## config.mk

```make
export PLATFORM = sky130hd
export DESIGN_NAME = bitstream_buffer_ctrl_flat
export DESIGN_NICKNAME = d
export VERILOG_FILES = /design/src/rtl/bitstream_buffer_ctrl_pkg.sv /design/src/rtl/bitstream_buffer_ctrl_if.sv /design/src/rtl/bitstream_buffer_ctrl.sv /design/src/flat_wrapper.sv
export SDC_FILE = /design/constraint.sdc
export NUM_CORES = 1
export LEC_CHECK = 0
export ABC_AREA = 1
export CORE_MARGIN = 2
export CORE_UTILIZATION = 50
export CTS_CLUSTER_SIZE = 8
export DETAILED_ROUTE_END_ITERATION = 8
export DONT_BUFFER_PORTS = 1
export PLACE_DENSITY = 0.71
export REMOVE_ABC_BUFFERS = 1
export SYNTH_ARGS = -nofsm -noshare
export SYNTH_HDL_FRONTEND = slang
export SYNTH_SLANG_ARGS = --single-unit
```

## constraint.sdc

```tcl
create_clock -name clock -period 2.3 [get_ports clock]
set_clock_uncertainty 0.2 [all_clocks]
set_input_delay 0.345 -clock clock [delete_from_list [all_inputs] [get_ports clock]]
set_output_delay 0.345 -clock clock [all_outputs]
set_load 0.05 [all_outputs]
```

## src/rtl/bitstream_buffer_ctrl_pkg.sv

```systemverilog
// -----------------------------------------------------------------------------
// bitstream_buffer_ctrl_pkg
// Shared definitions for the bitstream buffer controller:
//   - BITSTR_BUFFER_ADDR_WIDTH : default RAM word-address width (9 -> 512 words)
//   - BBC_ADDR_W_DEF           : package view of the default address width
//   - BBC_AFULL_THRESH_DEF     : default almost-full threshold (480 words)
//   - state_e                  : controller FSM encoding (RUN, FLUSH)
// Optional feature macro used elsewhere: BITSTR_BUFFER_OVF_CNT_EN.
// -----------------------------------------------------------------------------
`ifndef BITSTR_BUFFER_ADDR_WIDTH
`define BITSTR_BUFFER_ADDR_WIDTH 9
`endif

package bitstream_buffer_ctrl_pkg;

  localparam int BBC_ADDR_W_DEF       = `BITSTR_BUFFER_ADDR_WIDTH;
  localparam int BBC_AFULL_THRESH_DEF = 480;

  typedef enum logic {
    ST_RUN   = 1'b0,
    ST_FLUSH = 1'b1
  } state_e;

endpackage

```

## src/rtl/bitstream_buffer_ctrl_if.sv

```systemverilog
// -----------------------------------------------------------------------------
// bitstream_buffer_ctrl_if
// Bundles every non-clock/reset signal of the bitstream buffer controller:
//   producer side : Wr_Valid_I, Wr_Data_I, Wr_Ready_O
//   parser side   : Rd_Req_I, Rd_Valid_O, Rd_Data_O
//   control/status: Flush_I, Fill_Level_O, Empty_O, Full_O, Almost_Full_O,
//                   Ovf_Count_O, Dbg_State_O (FSM state, observation only)
//   RAM port A    : Address_A_O, Write_Enable_A_O, Data_A_O
//   RAM port B    : Enable_B_O, Address_B_O, Data_B_I (1-cycle read latency)
// Modports: slave  = the controller itself
//           master = the surrounding environment (producer, parser, RAM)
//
// Handshakes: a write is taken in any cycle where Wr_Valid_I and Wr_Ready_O
// are both high and Flush_I is low. A read is taken in any cycle where
// Rd_Req_I is high, the buffer is not empty, the FSM is in RUN and Flush_I is
// low; the word appears on Rd_Data_O with Rd_Valid_O exactly one cycle later.
// -----------------------------------------------------------------------------
interface bitstream_buffer_ctrl_if
  import bitstream_buffer_ctrl_pkg::*;
#(
  parameter int ADDR_W = BBC_ADDR_W_DEF
);
  logic              Flush_I;
  logic              Wr_Valid_I;
  logic [31:0]       Wr_Data_I;
  logic              Wr_Ready_O;
  logic              Rd_Req_I;
  logic              Rd_Valid_O;
  logic [31:0]       Rd_Data_O;
  logic [ADDR_W:0]   Fill_Level_O;
  logic              Empty_O;
  logic              Full_O;
  logic              Almost_Full_O;
  logic [ADDR_W-1:0] Address_A_O;
  logic              Write_Enable_A_O;
  logic [31:0]       Data_A_O;
  logic              Enable_B_O;
  logic [ADDR_W-1:0] Address_B_O;
  logic [31:0]       Data_B_I;
  logic [15:0]       Ovf_Count_O;
  state_e            Dbg_State_O;

  modport slave (
    input  Flush_I, Wr_Valid_I, Wr_Data_I, Rd_Req_I, Data_B_I,
    output Wr_Ready_O, Rd_Valid_O, Rd_Data_O, Fill_Level_O, Empty_O, Full_O,
           Almost_Full_O, Address_A_O, Write_Enable_A_O, Data_A_O,
           Enable_B_O, Address_B_O, Ovf_Count_O, Dbg_State_O
  );

  modport master (
    output Flush_I, Wr_Valid_I, Wr_Data_I, Rd_Req_I, Data_B_I,
    input  Wr_Ready_O, Rd_Valid_O, Rd_Data_O, Fill_Level_O, Empty_O, Full_O,
           Almost_Full_O, Address_A_O, Write_Enable_A_O, Data_A_O,
           Enable_B_O, Address_B_O, Ovf_Count_O, Dbg_State_O
  );

endinterface

```

## src/rtl/bitstream_buffer_ctrl.sv

```systemverilog
// -----------------------------------------------------------------------------
// bitstream_buffer_ctrl
// Circular-FIFO controller in front of an external dual-port buffer RAM
// (port A write, port B synchronous read with 1-cycle latency). The producer
// pushes 32-bit words, the parser pulls them one at a time. Flush_I discards
// everything and holds the controller in FLUSH for two cycles.
//
// Ports:
//   clock  : system clock, all state on the rising edge
//   resetn : asynchronous active-low reset
//   bus    : bitstream_buffer_ctrl_if.slave (producer, parser, status, RAM A/B)
//
// Parameters:
//   ADDR_W       : RAM word-address width, depth = 2**ADDR_W
//   AFULL_THRESH : fill level at or above which Almost_Full_O is set
//
// Build option: define BITSTR_BUFFER_OVF_CNT_EN to count cycles in which the
// producer offers a word while the buffer is full (saturating, 16 bits).
// Without it Ovf_Count_O is tied to zero.
// -----------------------------------------------------------------------------
module bitstream_buffer_ctrl
  import bitstream_buffer_ctrl_pkg::*;
#(
  parameter int ADDR_W       = BBC_ADDR_W_DEF,
  parameter int AFULL_THRESH = BBC_AFULL_THRESH_DEF
) (
  input logic                   clock,
  input logic                   resetn,
  bitstream_buffer_ctrl_if.slave bus
);

  localparam logic [ADDR_W:0] FULL_CNT  = (ADDR_W + 1)'(1 << ADDR_W);
  localparam logic [ADDR_W:0] AFULL_CNT = (ADDR_W + 1)'(AFULL_THRESH);

  state_e            r_state;
  state_e            w_state_nxt;
  logic              r_flush_cyc;
  logic              w_flush_cyc_nxt;
  logic [ADDR_W-1:0] r_wr_ptr;
  logic [ADDR_W-1:0] r_rd_ptr;
  logic [ADDR_W:0]   r_count;
  logic              r_rd_valid;

  logic w_run;
  logic w_empty;
  logic w_full;
  logic w_wr_ready;
  logic w_wr_acc;
  logic w_rd_acc;

  assign w_run      = (r_state == ST_RUN);
  assign w_empty    = (r_count == '0);
  assign w_full     = (r_count == FULL_CNT);
  assign w_wr_ready = !w_full && w_run;

  // Flush_I wins over both handshakes in the same cycle. Wr_Ready_O itself
  // only reflects fullness and FSM state, so a producer seeing ready during
  // a Flush_I cycle must still treat the word as not taken.
  assign w_wr_acc = bus.Wr_Valid_I && w_wr_ready && !bus.Flush_I;
  assign w_rd_acc = bus.Rd_Req_I && !w_empty && w_run && !bus.Flush_I;

  // ---------------------------------------------------------------------------
  // FSM: RUN <-> FLUSH. r_flush_cyc counts the two FLUSH cycles after Flush_I
  // drops; Flush_I held high keeps restarting that count.
  // ---------------------------------------------------------------------------
  always_ff @(posedge clock or negedge resetn) begin
    if (!resetn) begin
      r_state     <= ST_RUN;
      r_flush_cyc <= 1'b0;
    end else begin
      r_state     <= w_state_nxt;
      r_flush_cyc <= w_flush_cyc_nxt;
    end
  end

  always_comb begin
    w_state_nxt     = r_state;
    w_flush_cyc_nxt = r_flush_cyc;
    case (r_state)
      ST_RUN: begin
        if (bus.Flush_I) begin
          w_state_nxt     = ST_FLUSH;
          w_flush_cyc_nxt = 1'b0;
        end
      end
      ST_FLUSH: begin
        if (bus.Flush_I) begin
          w_flush_cyc_nxt = 1'b0;
        end else if (r_flush_cyc) begin
          w_state_nxt     = ST_RUN;
          w_flush_cyc_nxt = 1'b0;
        end else begin
          w_flush_cyc_nxt = 1'b1;
        end
      end
      default: begin
        w_state_nxt     = ST_RUN;
        w_flush_cyc_nxt = 1'b0;
      end
    endcase
  end

  // ---------------------------------------------------------------------------
  // Pointers and fill count. Pointers wrap naturally at 2**ADDR_W. A read is
  // only taken when count > 0 and a write only when count < depth, so with
  // both in one cycle rd_ptr != wr_ptr and the RAM never sees a same-address
  // read/write collision.
  // ---------------------------------------------------------------------------
  always_ff @(posedge clock or negedge resetn) begin
    if (!resetn) begin
      r_wr_ptr   <= '0;
      r_rd_ptr   <= '0;
      r_count    <= '0;
      r_rd_valid <= 1'b0;
    end else begin
      // A read taken last cycle still returns its word during the flush.
      r_rd_valid <= w_rd_acc;
      if (bus.Flush_I) begin
        r_wr_ptr <= '0;
        r_rd_ptr <= '0;
        r_count  <= '0;
      end else begin
        if (w_wr_acc) r_wr_ptr <= r_wr_ptr + 1'b1;
        if (w_rd_acc) r_rd_ptr <= r_rd_ptr + 1'b1;
        case ({w_wr_acc, w_rd_acc})
          2'b10:   r_count <= r_count + 1'b1;
          2'b01:   r_count <= r_count - 1'b1;
          default: r_count <= r_count;
        endcase
      end
    end
  end

  // ---------------------------------------------------------------------------
  // Overflow counter (optional)
  // ---------------------------------------------------------------------------
`ifdef BITSTR_BUFFER_OVF_CNT_EN
  logic [15:0] r_ovf_cnt;

  always_ff @(posedge clock or negedge resetn) begin
    if (!resetn) begin
      r_ovf_cnt <= '0;
    end else if (bus.Flush_I) begin
      r_ovf_cnt <= '0;
    end else if (bus.Wr_Valid_I && w_full && w_run && (r_ovf_cnt != 16'hFFFF)) begin
      r_ovf_cnt <= r_ovf_cnt + 16'd1;
    end
  end

  assign bus.Ovf_Count_O = r_ovf_cnt;
`else
  assign bus.Ovf_Count_O = 16'h0000;
`endif

  // ---------------------------------------------------------------------------
  // Outputs
  // ---------------------------------------------------------------------------
  assign bus.Wr_Ready_O       = w_wr_ready;
  assign bus.Write_Enable_A_O = w_wr_acc;
  assign bus.Address_A_O      = r_wr_ptr;
  assign bus.Data_A_O         = bus.Wr_Data_I;
  assign bus.Enable_B_O       = w_rd_acc;
  assign bus.Address_B_O      = r_rd_ptr;
  assign bus.Rd_Valid_O       = r_rd_valid;
  assign bus.Rd_Data_O        = r_rd_valid ? bus.Data_B_I : 32'h0;
  assign bus.Fill_Level_O     = r_count;
  assign bus.Empty_O          = w_empty;
  assign bus.Full_O           = w_full;
  assign bus.Almost_Full_O    = (r_count >= AFULL_CNT);
  assign bus.Dbg_State_O      = r_state;

endmodule

```

## src/flat_wrapper.sv

```systemverilog
// flat-port wrapper written by rule: the top's interface ports become plain ports
module bitstream_buffer_ctrl_flat import bitstream_buffer_ctrl_pkg::*;
#(
  parameter int ADDR_W       = BBC_ADDR_W_DEF,
  parameter int AFULL_THRESH = BBC_AFULL_THRESH_DEF
)
  (clock, resetn, bus_Flush_I, bus_Wr_Valid_I, bus_Wr_Data_I, bus_Rd_Req_I, bus_Data_B_I, bus_Wr_Ready_O, bus_Rd_Valid_O, bus_Rd_Data_O, bus_Fill_Level_O, bus_Empty_O, bus_Full_O, bus_Almost_Full_O, bus_Address_A_O, bus_Write_Enable_A_O, bus_Data_A_O, bus_Enable_B_O, bus_Address_B_O, bus_Ovf_Count_O, bus_Dbg_State_O);
  bitstream_buffer_ctrl_if #(.ADDR_W(ADDR_W)) bus_i ();
  input logic clock;
  input logic resetn;
  input wire logic [$bits(bus_i.Flush_I)-1:0] bus_Flush_I;
  input wire logic [$bits(bus_i.Wr_Valid_I)-1:0] bus_Wr_Valid_I;
  input wire logic [$bits(bus_i.Wr_Data_I)-1:0] bus_Wr_Data_I;
  input wire logic [$bits(bus_i.Rd_Req_I)-1:0] bus_Rd_Req_I;
  input wire logic [$bits(bus_i.Data_B_I)-1:0] bus_Data_B_I;
  output wire logic [$bits(bus_i.Wr_Ready_O)-1:0] bus_Wr_Ready_O;
  output wire logic [$bits(bus_i.Rd_Valid_O)-1:0] bus_Rd_Valid_O;
  output wire logic [$bits(bus_i.Rd_Data_O)-1:0] bus_Rd_Data_O;
  output wire logic [$bits(bus_i.Fill_Level_O)-1:0] bus_Fill_Level_O;
  output wire logic [$bits(bus_i.Empty_O)-1:0] bus_Empty_O;
  output wire logic [$bits(bus_i.Full_O)-1:0] bus_Full_O;
  output wire logic [$bits(bus_i.Almost_Full_O)-1:0] bus_Almost_Full_O;
  output wire logic [$bits(bus_i.Address_A_O)-1:0] bus_Address_A_O;
  output wire logic [$bits(bus_i.Write_Enable_A_O)-1:0] bus_Write_Enable_A_O;
  output wire logic [$bits(bus_i.Data_A_O)-1:0] bus_Data_A_O;
  output wire logic [$bits(bus_i.Enable_B_O)-1:0] bus_Enable_B_O;
  output wire logic [$bits(bus_i.Address_B_O)-1:0] bus_Address_B_O;
  output wire logic [$bits(bus_i.Ovf_Count_O)-1:0] bus_Ovf_Count_O;
  output wire logic [$bits(bus_i.Dbg_State_O)-1:0] bus_Dbg_State_O;
  assign bus_i.Flush_I = bus_Flush_I;
  assign bus_i.Wr_Valid_I = bus_Wr_Valid_I;
  assign bus_i.Wr_Data_I = bus_Wr_Data_I;
  assign bus_i.Rd_Req_I = bus_Rd_Req_I;
  assign bus_i.Data_B_I = bus_Data_B_I;
  assign bus_Wr_Ready_O = bus_i.Wr_Ready_O;
  assign bus_Rd_Valid_O = bus_i.Rd_Valid_O;
  assign bus_Rd_Data_O = bus_i.Rd_Data_O;
  assign bus_Fill_Level_O = bus_i.Fill_Level_O;
  assign bus_Empty_O = bus_i.Empty_O;
  assign bus_Full_O = bus_i.Full_O;
  assign bus_Almost_Full_O = bus_i.Almost_Full_O;
  assign bus_Address_A_O = bus_i.Address_A_O;
  assign bus_Write_Enable_A_O = bus_i.Write_Enable_A_O;
  assign bus_Data_A_O = bus_i.Data_A_O;
  assign bus_Enable_B_O = bus_i.Enable_B_O;
  assign bus_Address_B_O = bus_i.Address_B_O;
  assign bus_Ovf_Count_O = bus_i.Ovf_Count_O;
  assign bus_Dbg_State_O = bus_i.Dbg_State_O;
  bitstream_buffer_ctrl #(.ADDR_W(ADDR_W), .AFULL_THRESH(AFULL_THRESH)) u_core (.clock(clock), .resetn(resetn), .bus(bus_i));
endmodule
```

==> impl_results.md <==
* Status: finished with violations
* DRC Markers at 0
* Slew @ Worst Pin at about 580 ps
* Most frequent cells after synthesis: 80 x nand2_1, 62 x inv_1, 48 x buf_4
* Core Region at approximately 5000 µm²
* Pin count of the biggest net entering global routing at 34
* Sequential share of the synthesized area at ~30%
* Initial antenna violation count at 0
* Vias per inst at roughly 5.2
* Largest family of logic cells by synthesized area: simple AND/OR/NAND/NOR gates
* Tmin final at 2650 ps
* Num CTS Buffers at 5
* Failing checks: setup timing
* Clock slew at reported path FFs at roughly 70 ps
* Max Root-Sink Buffers at 2
* Yosys top cell area share at a little under a third
* Final Cell Area at about 3900 µm²
* CP Data Required Time at between 2000 and 2500 ps
* Skew-Pair Late Insertion Delay at roughly 300 ps
* Synth Area in Compound Gates at a little over a tenth
* Synth Area in Adders at approximately 5.7%
* Leak pwr at between 2 and 2.5 nW
* Synth warn at 0
* DR vias at 2593
* Yosys reg bits at 31
* Simple-gate share of the synthesized area at between 20% and 30%
* Area grow syn2layout at 52.5%
* Chip Height at 75.6 µm
* Critical Path Start Type: register
* Worst hold path type: in2reg
* Synth cell types at 37
* Worst Setup End Kind: register
* Worst r2r src: u_core.bus.Fill_Level_O[0]$_DFFE_PN0P_
* Mux contribution to synthesized area at 0%
* All-Layer GR Usage at 34.6%
* Non-filler cells, final at slightly below 500
* Root buffer cell: clkbuf_8
* Drt pass-1 iters at 4
* Asr flop ratio synth at 100%
* RSZ-0062 raised after global routing: yes
* Final HPWL DP at around 7900 µm
* Post-synthesis xor/xnor area fraction at roughly 3.4%
* CP Max Fanout at 7
* GR Overflow Total at 0
* Most frequent cell after synthesis: nand2_1
* Final period util at 115%
* Final setup fails at 8
* Synth area leader: dfrtp_1
* Antenna Cells at 0
* Vias in the first global route at about 2500
* Depth of the worst register-to-register path at 16
* Hold Path Stages at 3
* Row cnt at 26
* GP Congestion at 0.930
* Final net count at around 510
* First-pass GRT wire length at ~14000 µm
* CTS sink cnt at 31
* Slew Limit Headroom at 61.5%
* IR drop worst, VDD at between 300 and 400 µV
* Cell Area, Placed at approximately 3300 µm²
* Setup ws final at -353 ps
* Pwr dens at between 500 and 600 nW/µm²
* Dpl cells at 472
* Number of DRC markers in iteration 0 at 206
* Starting Density at between 50% and 60%
* Layout cells sized above 1 at approximately 40%
* Critical Path AT at ~2600 ps
* Number of synthesized flops with an enable pin at 0
* Final slew viol count at 0
* Min-delay src: bus_Flush_I
* Mapped cell area at ~2600 µm²
* PortBufs at 0
* H-tree Lvls at 2
* Max_cap viols at 0
* Post-synth top flop: dfrtp_1
* CTS tree: yes
* DR WL/cell at between 20 and 25 µm
* Hold Vio Cnt, Final at 0
* Top-level port count at about 190
* Setup TNS at -2220 ps
* Top cells by area, synth: dfrtp_1 30%, buf_4 14%, nand2_1 12%, inv_1 9.1%, ha_1 4.9%
* Die area at approximately 5700 µm²
* DRT antenna net count at 0
* Syn Inst Count at about 360
* Die extent in x at ~76 µm
* Overall routed net length at between 10000 and 15000 µm
* Fmax at ~0.38 GHz
* Avg Inst Size Synth at slightly above 7 µm²
* Crit path from: u_core.bus.Fill_Level_O[0]$_DFFE_PN0P_
* Kind of critical path: reg2reg
==> critical path: stages, from the launching register on <==
cell        delay, ps
dfrtp_1           390
nor2_2            150
nand2_1            90
nor2_2            130
nand2_2            90
nand3_4            80
inv_4              40
nand2_4            60
clkinvlp_4        100
buf_12            160
ha_4              300
nand2_1           100
inv_2              80
nand3_1            90
o221ai_2          160
xor2_1            240
o21ai_2            70
==> cells in the final DEF (no fill, tap or decap), types with 9 or more instances in the layout <==
cell type  netlist  layout
nor2_2           2       9
dfrtp_1         31      31
conb_1           1      16
nor2_1          24      16
nand2_1         80      73
buf_4           48      60
o21ai_0         11      10
inv_1           62      57
nand3_1         14      10
buf_12           0      34
==> stage by stage <==
| step | util (%) | hold WS [ps] | setup WS [ps] | power, mW |
|---|---|---|---|---|
| after global placement | 66.8 | -150 | -218 | 1.52 |
| after CTS | 74.9 | 30.3 | -304 | 2.15 |
| after floorplan | - | -151 | -576 | 1.20 |
| final | 77.9 | 58.7 | -353 | 2.23 |
| after global routing | 77.9 | 77.8 | -472 | 2.31 |
| after detailed placement | 66.8 | -150 | -328 | 1.54 |
==> routing by layer <==
| layer | GRT usage, % | wire length, µm | vias up | share of wire (%) |
|---|---|---|---|---|
| li1 | - | - | 1185 | - |
| met1 | 28.3 | 2790 | 1165 | 27 |
| met2 | 54.8 | 4710 | 182 | 46 |
| met3 | 17.9 | 1250 | 59 | 12 |
| met4 | 38.8 | 1400 | 2 | 14 |
| met5 | 6.48 | 43 | - | 0.42 |
==> registers in the layout, summed over array words and instances (netlist names) <==
register and cells:
u_core.bus.Address_A_O 9, u_core.bus.Address_B_O 9, u_core.bus.Dbg_State_O 1, u_core.bus.Fill_Level_O 10, u_core.bus.Rd_Valid_O 1, u_core.r_flush_cyc 1
==> layout make-up <==
| type | instances | area, µm² |
|---|---|---|
| tap | 70 | 87.6 |
| timing repair buffer | 98 | 1170 |
| multi-input combinational | 225 | 1510 |
| clock inverter | 1 | 7.51 |
| sequential | 31 | 776 |
| clock buffer | 7 | 96.3 |
| fill | 329 | 1100 |
| inverter | 64 | 251 |
==> logic make-up after synthesis <==
logic type	after synthesis
AOI/OAI and AO/OA	44
xor gates and xnor gates	10
adders and majority gates	11
buffers and inverters	116
DFF	31
other	1
and+or+nand+nor	144
==> report_power, final <==
group / leakage (nW) / switching (mW) / total (mW) / internal, mW
Combinational: 1.58 / 0.722 / 1.14 / 0.415
Sequential: 0.424 / 0.0242 / 0.605 / 0.580
Clock: 0.0505 / 0.218 / 0.490 / 0.272
Total: 2.06 / 0.965 / 2.23 / 1.27
==> timing repair <==
action                     in CTS  in global routing
gates resized for setup        31                 28
pin swaps                      17                 25
hold endpoints to repair       34                  0
hold buffers                    3                  0
buffers inserted                9                  4
setup endpoints to repair       9                  9
gates cloned                    0                  0
==> final timing paths <==
kind,to,slack [ps]
max in group asynchronous,u_core.bus.Address_B_O[0]$_DFFE_PN0P_,1450
hold reg to reg,u_core.r_flush_cyc$_DFFE_PN0P_,360
min in group asynchronous,u_core.bus.Address_A_O[8]$_DFFE_PN0P_,280
setup / recovery,u_core.bus.Fill_Level_O[6]$_DFFE_PN0P_,-350
hold / removal,u_core.bus.Fill_Level_O[9]$_DFFE_PN0P_,60
setup reg to reg,u_core.bus.Fill_Level_O[6]$_DFFE_PN0P_,-350
No activity file was read; power rests on OpenSTA's default activity.
